==> config.mk <==
export PLATFORM = sky130hd
export DESIGN_NAME = reaction_fsm
export DESIGN_NICKNAME = d
export VERILOG_FILES = /design/src/rtl/reaction_fsm.sv
export SDC_FILE = /design/constraint.sdc
export NUM_CORES = 1
export LEC_CHECK = 0
export CAP_MARGIN = 25
export CORE_MARGIN = 3
export CORE_UTILIZATION = 58
export DETAILED_ROUTE_END_ITERATION = 8
export MAX_ROUTING_LAYER = met4
export PLACE_DENSITY = 0.88
export SYNTH_ARGS = -nofsm -noshare
export SYNTH_HDL_FRONTEND = slang
export SYNTH_SLANG_ARGS = --single-unit
==> constraint.sdc <==
create_clock -name clk -period 3.1 [get_ports clk]
set_input_delay 0.31 -clock clk [delete_from_list [all_inputs] [get_ports clk]]
set_output_delay 0.31 -clock clk [all_outputs]
set_load 0.02 [all_outputs]
==> src/rtl/reaction_fsm.sv <==
// reaction_fsm: reaction-time game controller. It selects a random delay, times the player's response in ms,
// and reports false starts and timeouts.
module reaction_fsm #(
    parameter int unsigned CLKS_PER_MS = 50000,
    parameter int unsigned TIMEOUT_MS  = 9999
) (
    input  logic        clk,
    input  logic        rst_n,
    input  logic        btn,
    input  logic        delay_done,
    output logic [3:0]  delay_code,
    output logic        led,
    output logic [15:0] reaction_ms,
    output logic        result_valid,
    output logic        false_start,
    output logic        timeout
);
    localparam int SW = (CLKS_PER_MS > 1) ? $clog2(CLKS_PER_MS) : 1;

    typedef enum logic [1:0] {ST_IDLE, ST_WAIT, ST_GO, ST_SHOW} state_t;

    state_t        state_q, state_d;
    logic          btn_s1_q, btn_s2_q, btn_prev_q;
    logic [7:0]    lfsr_q, lfsr_d;
    logic [SW-1:0] sub_q, sub_d;
    logic [15:0]   ms_q, ms_d, ms_nx;
    logic [3:0]    code_q, code_d;
    logic [15:0]   rms_q, rms_d;
    logic          led_q, led_d, rv_q, rv_d, fs_q, fs_d, to_q, to_d;
    logic          press, sub_wrap;

    assign press    = btn_s2_q & ~btn_prev_q;
    assign sub_wrap = sub_q == SW'(CLKS_PER_MS - 1);
    // Completed milliseconds including the one finishing on this edge.
    assign ms_nx    = sub_wrap ? ms_q + 16'd1 : ms_q;

    always_ff @(posedge clk) begin
        if (!rst_n) begin
            state_q    <= ST_IDLE;
            btn_s1_q   <= 1'b0;
            btn_s2_q   <= 1'b0;
            btn_prev_q <= 1'b0;
            lfsr_q     <= 8'hA5;
            sub_q      <= '0;
            ms_q       <= '0;
            code_q     <= '0;
            rms_q      <= '0;
            led_q      <= 1'b0;
            rv_q       <= 1'b0;
            fs_q       <= 1'b0;
            to_q       <= 1'b0;
        end else begin
            state_q    <= state_d;
            btn_s1_q   <= btn;
            btn_s2_q   <= btn_s1_q;
            btn_prev_q <= btn_s2_q;
            lfsr_q     <= lfsr_d;
            sub_q      <= sub_d;
            ms_q       <= ms_d;
            code_q     <= code_d;
            rms_q      <= rms_d;
            led_q      <= led_d;
            rv_q       <= rv_d;
            fs_q       <= fs_d;
            to_q       <= to_d;
        end
    end

    always_comb begin
        state_d = state_q;
        lfsr_d  = {lfsr_q[6:0], lfsr_q[7] ^ lfsr_q[5] ^ lfsr_q[4] ^ lfsr_q[3]};
        sub_d   = sub_q;
        ms_d    = ms_q;
        code_d  = code_q;
        rms_d   = rms_q;
        led_d   = led_q;
        rv_d    = 1'b0;
        fs_d    = fs_q;
        to_d    = to_q;
        case (state_q)
            ST_IDLE: begin
                if (press) begin
                    state_d = ST_WAIT;
                    code_d  = lfsr_q[3:0];
                end
            end
            ST_WAIT: begin
                // A press beats a coincident delay_done.
                if (press) begin
                    state_d = ST_SHOW;
                    rv_d    = 1'b1;
                    fs_d    = 1'b1;
                    to_d    = 1'b0;
                    rms_d   = '0;
                end else if (delay_done) begin
                    state_d = ST_GO;
                    led_d   = 1'b1;
                    sub_d   = '0;
                    ms_d    = '0;
                end
            end
            ST_GO: begin
                sub_d = sub_wrap ? '0 : sub_q + 1'b1;
                ms_d  = ms_nx;
                if (press || ms_nx >= 16'(TIMEOUT_MS)) begin
                    state_d = ST_SHOW;
                    led_d   = 1'b0;
                    rv_d    = 1'b1;
                    fs_d    = 1'b0;
                    to_d    = ~press;
                    rms_d   = press ? ms_nx : 16'(TIMEOUT_MS);
                end
            end
            ST_SHOW: begin
                if (press) begin
                    state_d = ST_WAIT;
                    code_d  = lfsr_q[3:0];
                end
            end
            default: state_d = ST_IDLE;
        endcase
    end

    assign delay_code   = code_q;
    assign led          = led_q;
    assign reaction_ms  = rms_q;
    assign result_valid = rv_q;
    assign false_start  = fs_q;
    assign timeout      = to_q;
endmodule

# After elaboration in Yosys (flattened, before gate mapping)

Cells that the tools add are included.

Reductions and logical operators: 9
Muxes and demuxes: 27
Eq/ne operators: 10
Add/sub/neg operators: 2
Order comparisons: 1
Bitwise logic cells: 6

Operators by type and width:

| operator              | number |
|---|---|
| $mux 16               | 7 |
| $pmux 16 s2           | 3 |
| $add 16x1->16 const B | 2 |
| $eq 16x16->1 const B  | 1 |
| $ge 16x14->1 const B  | 1 |
| $reduce_and 3->1      | 3 |
| $mux 1                | 8 |
| $mux 2                | 4 |
| $ne 2x2->1 const B    | 4 |
| $pmux 1 s2            | 4 |
| $pmux 2 s3            | 1 |
| $eq 2x2->1 const B    | 2 |
| $reduce_and 4->1      | 1 |
| $ne 3x3->1 const B    | 1 |
| $xor 1x1->1           | 3 |
| $eq 2x1->1 const B    | 1 |
| $logic_not 2->1       | 1 |
| $ne 2x1->1 const B    | 1 |
| $not 1->1             | 2 |
| $reduce_and 2->1      | 1 |
| $reduce_bool 2->1     | 1 |
| $reduce_or 2->1       | 1 |
| $and 1x1->1           | 1 |
| $logic_or 1x1->1      | 1 |

Flip-flop bits (word level): 69
Word-level logic and storage cells: 68
Output and inout port bits: 24

# Depth between registers and ports, before layout

Depth in word-level cells: 6
Mapped depth: 11
Depth with buffers taken out: 8

# Least setup slack after synthesis

No wires, ideal clock.

Path kind: reg-to-reg
Start point: register sub_q[0]
End point: register rms_q[0] (netlist: reaction_ms[0])
Buffers on the path: 2
Setup slack: 0.808 ns
Arrival time: 2.166 ns
Clock period less this slack: 2.292 ns
Stages on the path, launching flop included: 11
Cells stage by stage: dfxtp_1 -> ha_1 -> and3_1 -> clkbuf_1 -> and4_1 -> buf_4 -> a211oi_1 -> o22ai_1 -> o221a_2 -> o21ai_4 -> o22ai_1

Longest elaborated chain between the ends: 6
Elaborated cells between the ends (all ways): 9
Classes of those cells: 1 x order compare; 2 x eq/ne; 4 x mux; 2 x reduce/logical

Ends and longest elaborated chain:

| what                       | line | source |
|---|---|---|
| start, declared            | 25   | `logic [SW-1:0] sub_q, sub_d;` |
| start signal, assigned     | 58   | `sub_q <= sub_d;` |
| $eq 16x16->1 *             | 33   | `assign sub_wrap = sub_q == SW'(CLKS_PER_MS - 1);` |
| $mux 16 *                  | 35   | `assign ms_nx = sub_wrap ? ms_q + 16'd1 : ms_q;` |
| $ge 16x14->1               | 105  | `if (press \|\| ms_nx >= 16'(TIMEOUT_MS)) begin` |
| $logic_or 1x1->1           | 105  |  |
| $ne 2x2->1 (no line)       | n/a  |  |
| $reduce_and 3->1 (no line) | n/a  |  |
| end signal, assigned       | 61   | `rms_q <= rms_d;` |
| end, declared              | 28   | `logic [15:0] rms_q, rms_d;` |

Every way passes the cells marked *; elsewhere a longest branch is shown, timed or not. The select of a mux whose other input is x is not followed.
A chain may end at the register's enable or synchronous reset.

# Worst setup path in the final report

Start point: register sub_q[0]
End point: register rms_q[13] (netlist: reaction_ms[13])

Same word-level chain as after synthesis.

==> metrics.md <==
| Metric | Value |
|---|---|
| Final worst hold slack | 0.420 ns |
| Net switching share of the total power | 35.9% |
| Arrival time at the worst endpoint | about 3.0 ns |
| EDFF count, synth | 0 |
| Via count of the first global-routing pass | just over 3000 |
| Iteration-0 DRC Markers | ~360 |
| Num CTS Buffers | 9 |
| Crit Path Category | reg -> reg |
| Overall track demand over capacity in global routing | about a quarter |
| Fill count | approximately 470 |
| Total power consumption of the routed design | about 2.4 mW |
| Weighted congestion reported at the end of routability-driven placement | roughly 0.97 |
| Worst-path maximum fanout | 15 |
| Row cnt | 28 |
| Part of the Yosys area used for sequential elements | a little under two fifths |
| Largest stage delay, worst path | between 0.5 and 0.6 ns |
| Place WS | approximately 0.43 ns |
| # diodes | 0 |
| Startpoint Class | flip-flop |
| Switching Power | roughly 840 uW |
| RSZ-0062 raised after global routing | false |
| Clock network power share | around 31% |
| Number of buffers added on ports | 27 |
| Main combinational cell family by area after synthesis | simple AND/OR/NAND/NOR gates |
| Post-cts resize count | 0 |
| Number of failing setup endpoints in the final timing report | 0 |
| Count of TritonRoute iterations in the first routing pass | 5 |
| Run status | completed |
| Min-Delay Path Class | reg -> reg |
| Adder-Cell Fraction of Synth Area | ~1.7% |
| Clk sink count | 69 |
| Clock buffer depth | 2 |
| Num ports | 28 |
| CTS clk-pin slew, worst paths | 0.08 ns |
| Worst clock skew | approximately 0.011 ns |
| Share of the core filled with cells in the final layout | between 60% and 70% |
| Final Routed Wirelength | between 8000 and 9000 um |
| Max Cap Viol | 0 |
| Ordered cell list for the critical path | ha_1 > and3_1 > and4_1 > or3b_1 > o211ai_2 > o221ai_4 > a21oi_4 > o22ai_1 |
| Power per cell area | roughly 570 nW/um2 |
| Initial standard-cell utilization of the core | between 60% and 70% |
| Final hold vios | 0 |
| Endpoint class of the critical path | flip-flop |
| CP Buf/Inv Count | 0 |
| Post-route insts no fill | approximately 530 |
| Slowest stage cell, crit path | sky130_fd_sc_hd__and4_1 |
| Maximum vdd ir drop | between 0.5 and 0.6 mV |
| Post-CTS setup buffer count | 0 |
| Power share of the combinational group | 28.2% |
| Post-layout min period | 2.73 ns |
| Final nets | between 400 and 500 |
| Placed Area | between 3000 and 4000 um2 |
| Worst Path Required | 3.32 ns |
| Syn Nets | ~440 |
| Initial antenna violation count | 0 |
| Final sum of negative setup slack | 0 ns |
| Die Ht | roughly 85 um |
| Simple-Gate Fraction of Synth Area | a little under a third |
| Maximum number of pins on one net before global-route repair | 21 |
| Internal power of the cells | around 1.5 mW |
| Width of the die | roughly 85 um |
| Count of cell types in the netlist | 56 |
| CP top delay family | simple AND/OR/NAND/NOR gates |
| Clk Latency, worst-skew pair | approximately 0.35 ns |
| Root cell of the clock tree | sky130_fd_sc_hd__clkbuf_8 |
| CTS tree | yes |
| Max-slew violations | 0 |
| Standard cell core area | 5960 um2 |
| Area of the die | between 7000 and 8000 um2 |
| Compound-Gate Fraction of Synth Area | 16.7% |
| Remaining DRCs | 0 |
| Portion of netlist area occupied by mux cells | less than 1% |
| Final Cycle Share | a little under 90% |
| Total standard cell area after synthesis | roughly 3600 um2 |
| Worst-margin pin slew | 0.785 ns |
| Dominant synthesized flop cell | sky130_fd_sc_hd__dfxtp_1 |
| Static leakage power | 1.50 nW |
| Count of synthesis-stage warnings from yosys | 0 |
| Post-DR wirelength/cell | approximately 16 um |
| Layout overhead on the synthesized area | 13.8% |
| Global-route wire length before repair | 14100 um |
| Total via count after detailed routing | around 3200 |
| Maximum clock frequency | ~370 MHz |
| Total non-filler cell area in the finished layout | ~4100 um2 |
| Max-Slew Margin vs Limit | a little under half |
| Share of the synthesized netlist area taken by xor and xnor gates | 7.74% |
| Least setup slack across all paths after layout | 0.370 ns |
| Fraction of layout instances using a drive strength above 1 | under 10% |
| Detailed placer's ending HPWL | ~6000 um |
| Mean Syn Cell Area | 8.33 um2 |
| Count of placed standard cells including taps | 516 |
| Total gr overflow | 0 |
| Via count normalized by instance count | approximately 6 |
| Mapped Cells | about 430 |
| FFs w/ async S/R, synth | 0% |
| Number of buffers added to fix hold violations after cts | 0 |
| Htree depth | 3 |
| Number of flip-flops and latches in the synthesized netlist | between 60 and 70 |
| Sequential share of power | between 40 and 50% |
| Count of nets left with antenna violations after detail routing | 0 |
==> layout by cell type (no fill, tap or decap), types with 4 or more instances in the layout <==
master | Yosys | routed
sky130_fd_sc_hd__dfxtp_1 | 69 | 69
sky130_fd_sc_hd__nand2_1 | 58 | 58
sky130_fd_sc_hd__nor2_1 | 34 | 34
sky130_fd_sc_hd__clkdlybuf4s50_1 | 0 | 27
sky130_fd_sc_hd__nand3_1 | 22 | 22
sky130_fd_sc_hd__a21oi_1 | 21 | 21
sky130_fd_sc_hd__nor2b_1 | 17 | 17
sky130_fd_sc_hd__o22ai_1 | 16 | 16
sky130_fd_sc_hd__xnor2_1 | 15 | 15
sky130_fd_sc_hd__xor2_1 | 15 | 15
sky130_fd_sc_hd__nor3_1 | 13 | 13
sky130_fd_sc_hd__o21ai_0 | 13 | 13
sky130_fd_sc_hd__and2_1 | 12 | 12
sky130_fd_sc_hd__buf_4 | 3 | 11
sky130_fd_sc_hd__and3_1 | 10 | 10
sky130_fd_sc_hd__nand4_1 | 9 | 9
sky130_fd_sc_hd__clkbuf_8 | 0 | 9
sky130_fd_sc_hd__inv_1 | 6 | 6
sky130_fd_sc_hd__nand2b_1 | 6 | 6
sky130_fd_sc_hd__a21boi_0 | 6 | 6
sky130_fd_sc_hd__and4_1 | 5 | 5
sky130_fd_sc_hd__o21a_1 | 5 | 5
sky130_fd_sc_hd__ha_1 | 5 | 5
sky130_fd_sc_hd__a211oi_1 | 4 | 4
==> final cells by class <==
cell class	count	area, um2	share of cell area, %
timing repair buffer	38	353	8.60
sequential	69	1380	33.7
clock inverter	7	72.6	1.77
multi-input combinational	327	2050	50.0
tap	75	93.8	2.29
clock buffer	9	124	3.02
inverter	7	26.3	0.640
==> kinds of logic (layout without fill, tap and decap cells) <==
group / count (synthesis) / after routing
multiplexers: 1 / 1
AO/OA/AOI/OAI: 86 / 86
AND/OR/NAND/NOR: 204 / 204
buffers and inverters: 37 / 61
adder cells (fa/ha/maj): 5 / 5
flip-flops: 69 / 69
XOR/XNOR: 31 / 31
==> routing by layer <==
metal	wire, um	track usage [%]
met1	3730	30.1
met3	464	4.17
met2	4110	39.9
met4	252	12.9
met5	0	-
==> final timing paths <==
path,from,to,slack (ns),depth (start not counted)
max,sub_q[0],reaction_ms[13],0.37,8
min,lfsr_q[6],lfsr_q[7],0.42,1
max reg2reg,sub_q[0],reaction_ms[13],0.37,8
min reg2reg,lfsr_q[6],lfsr_q[7],0.42,1
==> flip-flops by register name, indices dropped and copies added (netlist names) <==
register	cells
btn_s2_q	1
reaction_ms	16
delay_code	4
result_valid	1
btn_s1_q	1
state_q	2
timeout	1
btn_prev_q	1
led	1
sub_q	16
lfsr_q	8
ms_q	16
false_start	1
==> worst register-to-register path: cells and delay by family, from the launching register on <==
kind	cells	cell delay, ns
flip-flops	1	0.38
adder cells (fa/ha/maj)	1	0.18
AO/OA/AOI/OAI	4	0.84
AND/OR/NAND/NOR	3	1.21
==> power groups by stage <==
stage	combinational (mW)	sequential [mW]	clock [mW]
detailed placement	0.640	0.977	0
CTS	0.646	0.957	0.737
global route	0.726	0.962	0.771
finish	0.662	0.957	0.731
floorplan	0.410	0.989	0
global placement	0.619	0.974	0
==> synth_stat cells, drive strengths merged, types with 2 or more instances <==
cell	instances	area share, %
a21oi	22	3.4
o22ai	16	2.8
nand2b	6	1.0
a21boi	6	1.2
o21a	5	1.0
a22oi	3	0.62
a41o	2	0.56
and4	5	1.2
a211oi	4	0.83
o31ai	2	0.42
nand2	58	6.0
nor2	34	3.5
inv	6	0.62
dfxtp	69	38
nor4	4	1.1
nand3	22	3.1
buf	12	2.2
ha	5	1.7
o21ai	15	2.4
and3	10	1.7
nand4	10	2.2
and2	12	2.1
clkbuf	18	1.9
a32oi	2	0.49
nor2b	17	2.9
xnor2	16	4.1
o221a	3	0.94
nor4b	2	1.3
or3	2	0.35
nor3b	3	0.62
nor3	14	2.1
xor2	15	3.6
(Power assumes the default switching activity.)
==> RTL change 1, RTL diff (config.mk and constraints unchanged) <==
The 4 states of `state_t` get a one-hot encoding in 4 bits.
--- a/src/rtl/reaction_fsm.sv
+++ b/src/rtl/reaction_fsm.sv
@@ -17,7 +17,7 @@
 );
     localparam int SW = (CLKS_PER_MS > 1) ? $clog2(CLKS_PER_MS) : 1;
 
-    typedef enum logic [1:0] {ST_IDLE, ST_WAIT, ST_GO, ST_SHOW} state_t;
+    typedef enum logic [3:0] {ST_IDLE = 4'b0001, ST_WAIT = 4'b0010, ST_GO = 4'b0100, ST_SHOW = 4'b1000} state_t;
 
     state_t        state_q, state_d;
     logic          btn_s1_q, btn_s2_q, btn_prev_q;
Function: no difference found for any inputs over 10 cycles, from zero or initial values and one cycle with rst_n low; not proved beyond that.
==> RTL change 1 against the original RTL <==
Area after synthesis decreased by 2.5%; worst setup slack got worse by 150 ps; first-iteration DRC count decreased by 36%; sequential cell count is 2 higher; final area decreased by 2.6%; routed wire length shrank 9.8%.
Power is not compared: it rests on default switching activity, and its combinational part moved more than twofold at a synthesized area within 25%.
==> RTL change 1: results (changes against the original RTL) <==
\begin{tabular}{lr}
\hline
Metric & Value \\
\hline
\multicolumn{2}{l}{\textbf{Clock tree}} \\
\quad Cts bufs inserted & 9 (unchanged) \\
\multicolumn{2}{l}{\textbf{Placed design}} \\
\quad Place WS & 251 ps (was 426 ps) \\
\quad Placed cell count & 492 (was 516) \\
\quad Routability congestion estimate & 0.909 (was 0.966) \\
\quad Detailed-placement wirelength estimate & 5400 um (was 6010 um) \\
\quad Placement Cell Area & 3830 um\^{}2 (was 3910 um\^{}2) \\
\multicolumn{2}{l}{\textbf{Outcome}} \\
\quad Status & completed (unchanged) \\
\multicolumn{2}{l}{\textbf{Routing}} \\
\quad Post-DR vias/cell & 5.95 (was 5.99) \\
\quad Number of DRC markers in iteration 0 & 233 (was 363) \\
\quad Total wire length & 7710 um (was 8550 um) \\
\quad Met1 wire length & 3720 um (was 3730 um) \\
\quad Total met3 wirelength after detailed routing & 354 um (was 464 um) \\
\quad Pre-antenna DRT Iters & 4 (was 5) \\
\multicolumn{2}{l}{\textbf{Worst setup path}} \\
\quad Delay of the slowest cell on the worst path & 730 ps (was 510 ps) \\
\quad CP max FO & 12 (was 15) \\
\quad Critical-path top delay cell & sky130\_fd\_sc\_hd\_\_or4\_1 (was sky130\_fd\_sc\_hd\_\_and4\_1) \\
\multicolumn{2}{l}{\textbf{Global routing}} \\
\quad Combined global-route utilization of all metal layers & 0.235 (was 0.249) \\
\quad Global-route wire length before repair & 13200 um (was 14100 um) \\
\multicolumn{2}{l}{\textbf{Final layout}} \\
\quad Fill cell count & 450 (was 474) \\
\quad Share of post-route cells with drive strength above 1 & 0.0757 (was 0.0919) \\
\quad Nets & 437 (was 461) \\
\quad Final Instance Count excl. Fillers & 508 (was 532) \\
\multicolumn{2}{l}{\textbf{Logic synthesis}} \\
\quad Leading cell types by total area after synthesis & sky130\_fd\_sc\_hd\_\_dfxtp\_1 (40\%), sky130\_fd\_sc\_hd\_\_xor2\_1 (5.2\%), sky130\_fd\_sc\_hd\_\_nand2\_1 (4.1\%) (was sky130\_fd\_sc\_hd\_\_dfxtp\_1 (38\%), sky130\_fd\_sc\_hd\_\_nand2\_1 (6.0\%), sky130\_fd\_sc\_hd\_\_xnor2\_1 (3.6\%)) \\
\quad Proportion of synthesized chip area in sequential cells & 0.404 (was 0.383) \\
\quad Syn nets & 415 (was 442) \\
\quad Gate count after technology mapping & 409 (was 433) \\
\multicolumn{2}{l}{\textbf{STA}} \\
\quad Max Clock Skew & 7.02 ps (was 11.3 ps) \\
\hline
\end{tabular}
## RTL change 1: kinds of logic (layout without fill, tap and decap cells)
kind of cell    Yosys count  after routing  synth area share
buf+inv                  27             54            0.0345
xor+xnor                 31             31            0.0772
flops                    71             71             0.404
fa+ha+maj                 2              2           0.00712
mux                       5              5            0.0142
compound gates           96             96             0.186
simple gates            177            177             0.277
## RTL change 1: worst register-to-register path: stages, from the launching register on
cell,delay (ps)
sky130_fd_sc_hd__dfxtp_1,370
sky130_fd_sc_hd__or4b_4,590
sky130_fd_sc_hd__or4_1,740
sky130_fd_sc_hd__o21ai_0,290
sky130_fd_sc_hd__o221ai_2,130
sky130_fd_sc_hd__nand4b_2,140
sky130_fd_sc_hd__nand3_2,240
sky130_fd_sc_hd__o211a_1,280
## RTL change 1: metal layers
| metal | vias up | global-route usage |
|---|---|---|
| met1 | 1422 | 0.309 |
| met3 | 18 | 0.0494 |
| li1 | 1514 | - |
| met4 | 0 | 0.117 |
| met2 | 71 | 0.343 |
| met5 | - | - |
## RTL change 1: worst paths after layout
path / slack (ps) / cells after the start / from / to
worst max-delay path: 220 / 7 / sub_q[5] / state_q[3]
worst max register to register: 220 / 7 / sub_q[5] / state_q[3]
worst min-delay path: 430 / 1 / lfsr_q[6] / lfsr_q[7]
worst min register to register: 430 / 1 / lfsr_q[6] / lfsr_q[7]
## RTL change 1: final cells by class
cell class	count	area (um^2)	share of cell area
inverter	2	7.51	0.00188
clock buffer	10	128	0.0319
clock inverter	6	37.5	0.00940
multi-input combinational	311	1970	0.494
timing repair buffer	36	338	0.0846
sequential	71	1420	0.356
tap	72	90.1	0.0225
==> RTL change 2, RTL diff (same flow settings) <==
Without the edit above. The parameter `CLKS_PER_MS` goes from 50000 to 25000.
--- a/src/rtl/reaction_fsm.sv
+++ b/src/rtl/reaction_fsm.sv
@@ -1,7 +1,7 @@
 // reaction_fsm: reaction-time game controller. It selects a random delay, times the player's response in ms,
 // and reports false starts and timeouts.
 module reaction_fsm #(
-    parameter int unsigned CLKS_PER_MS = 50000,
+    parameter int unsigned CLKS_PER_MS = 25000,
     parameter int unsigned TIMEOUT_MS  = 9999
 ) (
     input  logic        clk,
Function: same outputs for any inputs over 10 cycles, from zero or initial values and one cycle with rst_n low; that may be too few to reach the edited logic, so the function may still have changed.
==> RTL change 2 against the original RTL <==
Highest routed layer unchanged; sequential share of layout area is 0.13 points lower; final area is 1.1% lower; area after synthesis is 1.1% lower; total power is 5.4% higher; fmax is 4.3% lower; worst setup slack worse by 120 ps; critical path depth is 1 lower; largest cell class unchanged; critical path type unchanged; sequential cell count is 1 lower; routed wire length is 6.1% lower.
==> RTL change 2: results (changes against the original RTL) <==
\begin{tabular}{lr}
\hline
Metric & Value \\
\hline
\multicolumn{2}{l}{\textbf{Outcome}} \\
\quad Status & completed (unchanged) \\
\multicolumn{2}{l}{\textbf{Logic synthesis}} \\
\quad Compound-gate portion of the synthesized area & 0.194 (was 0.167) \\
\quad Area share of xor/xnor cells in the synthesized design & 0.0737 (was 0.0774) \\
\quad Synth Area in Adders & 0.0176 (was 0.0173) \\
\quad Leading cell types by total area after synthesis & sky130\_fd\_sc\_hd\_\_dfxtp\_1 (38\%), sky130\_fd\_sc\_hd\_\_nand2\_1 (5.4\%), sky130\_fd\_sc\_hd\_\_xor2\_1 (4.2\%) (was sky130\_fd\_sc\_hd\_\_dfxtp\_1 (38\%), sky130\_fd\_sc\_hd\_\_nand2\_1 (6.0\%), sky130\_fd\_sc\_hd\_\_xnor2\_1 (3.6\%)) \\
\quad Share of cell area taken by muxes after synthesis & 0.00842 (was 0.00278) \\
\multicolumn{2}{l}{\textbf{Worst setup path}} \\
\quad Endpoint of the lowest-slack register-to-register path & reaction\_ms[10] (was reaction\_ms[13]) \\
\quad Count of cells along the worst register-to-register path & 7 (was 8) \\
\quad Critical register-to-register path startpoint & ms\_q[0] (was sub\_q[0]) \\
\quad Critical path endpoint & reaction\_ms[10] (was reaction\_ms[13]) \\
\multicolumn{2}{l}{\textbf{Placed design}} \\
\quad Place WS & 283 ps (was 426 ps) \\
\quad Detailed-placement wirelength estimate & 5570 um (was 6010 um) \\
\multicolumn{2}{l}{\textbf{Global routing}} \\
\quad Combined global-route utilization of all metal layers & 0.251 (was 0.249) \\
\quad Global-route wire length before repair & 14200 um (was 14100 um) \\
\quad Maximum number of pins on one net before global-route repair & 39 (was 21) \\
\multicolumn{2}{l}{\textbf{STA}} \\
\quad Slew at the pin with the worst max-slew slack & 612 ps (was 785 ps) \\
\quad Final worst-path setup slack & 246 ps (was 370 ps) \\
\quad Max Clock Skew & 9.63 ps (was 11.3 ps) \\
\multicolumn{2}{l}{\textbf{Power and ir drop}} \\
\quad Power in combinational cells & 0.000721 W (was 0.000662 W) \\
\quad Net switching power figure & 0.000839 W (was 0.000843 W) \\
\quad Worst vdd rail ir drop & 0.510 mV (was 0.525 mV) \\
\multicolumn{2}{l}{\textbf{Routing}} \\
\quad Post-DR vias/cell & 5.97 (was 5.99) \\
\quad Wirelength per Cell & 15.8 um (was 16.1 um) \\
\quad Pre-antenna DRT Iters & 4 (was 5) \\
\multicolumn{2}{l}{\textbf{Final layout}} \\
\quad Share of post-route cells with drive strength above 1 & 0.110 (was 0.0919) \\
\multicolumn{2}{l}{\textbf{Min path}} \\
\quad Source of the worst hold timing path & rst\_n (was lfsr\_q[6]) \\
\quad Endpoint with the worst hold slack & lfsr\_q[0] (was lfsr\_q[7]) \\
\quad Hold Crit Class & in -> reg (was reg -> reg) \\
\hline
\end{tabular}
==> RTL change 2: cell types whose count changed after synthesis, moves of 6 or more <==
cell / before / now
sky130_fd_sc_hd__and3_1: 10 / 4
sky130_fd_sc_hd__clkbuf_1: 18 / 24
sky130_fd_sc_hd__nand2_1: 58 / 51
sky130_fd_sc_hd__nor3_1: 13 / 20
sky130_fd_sc_hd__o22ai_1: 16 / 3
sky130_fd_sc_hd__o22ai_2: 0 / 10
==> RTL change 2: routing by layer <==
layer	share of wire	track usage	vias up
met3	0.057	0.0618	20
met4	0.021	0.0863	0
met2	0.49	0.410	97
met1	0.44	0.304	1417
li1	-	-	1492
met5	0	-	-
==> RTL change 2: final cells by class <==
cell class | count | area [um^2]
multi-input combinational | 308 | 2030
inverter | 7 | 26.3
fill | 445 | 1650
tap | 72 | 90.1
clock buffer | 9 | 124
sequential | 68 | 1360
clock inverter | 6 | 90.1
timing repair buffer | 37 | 340
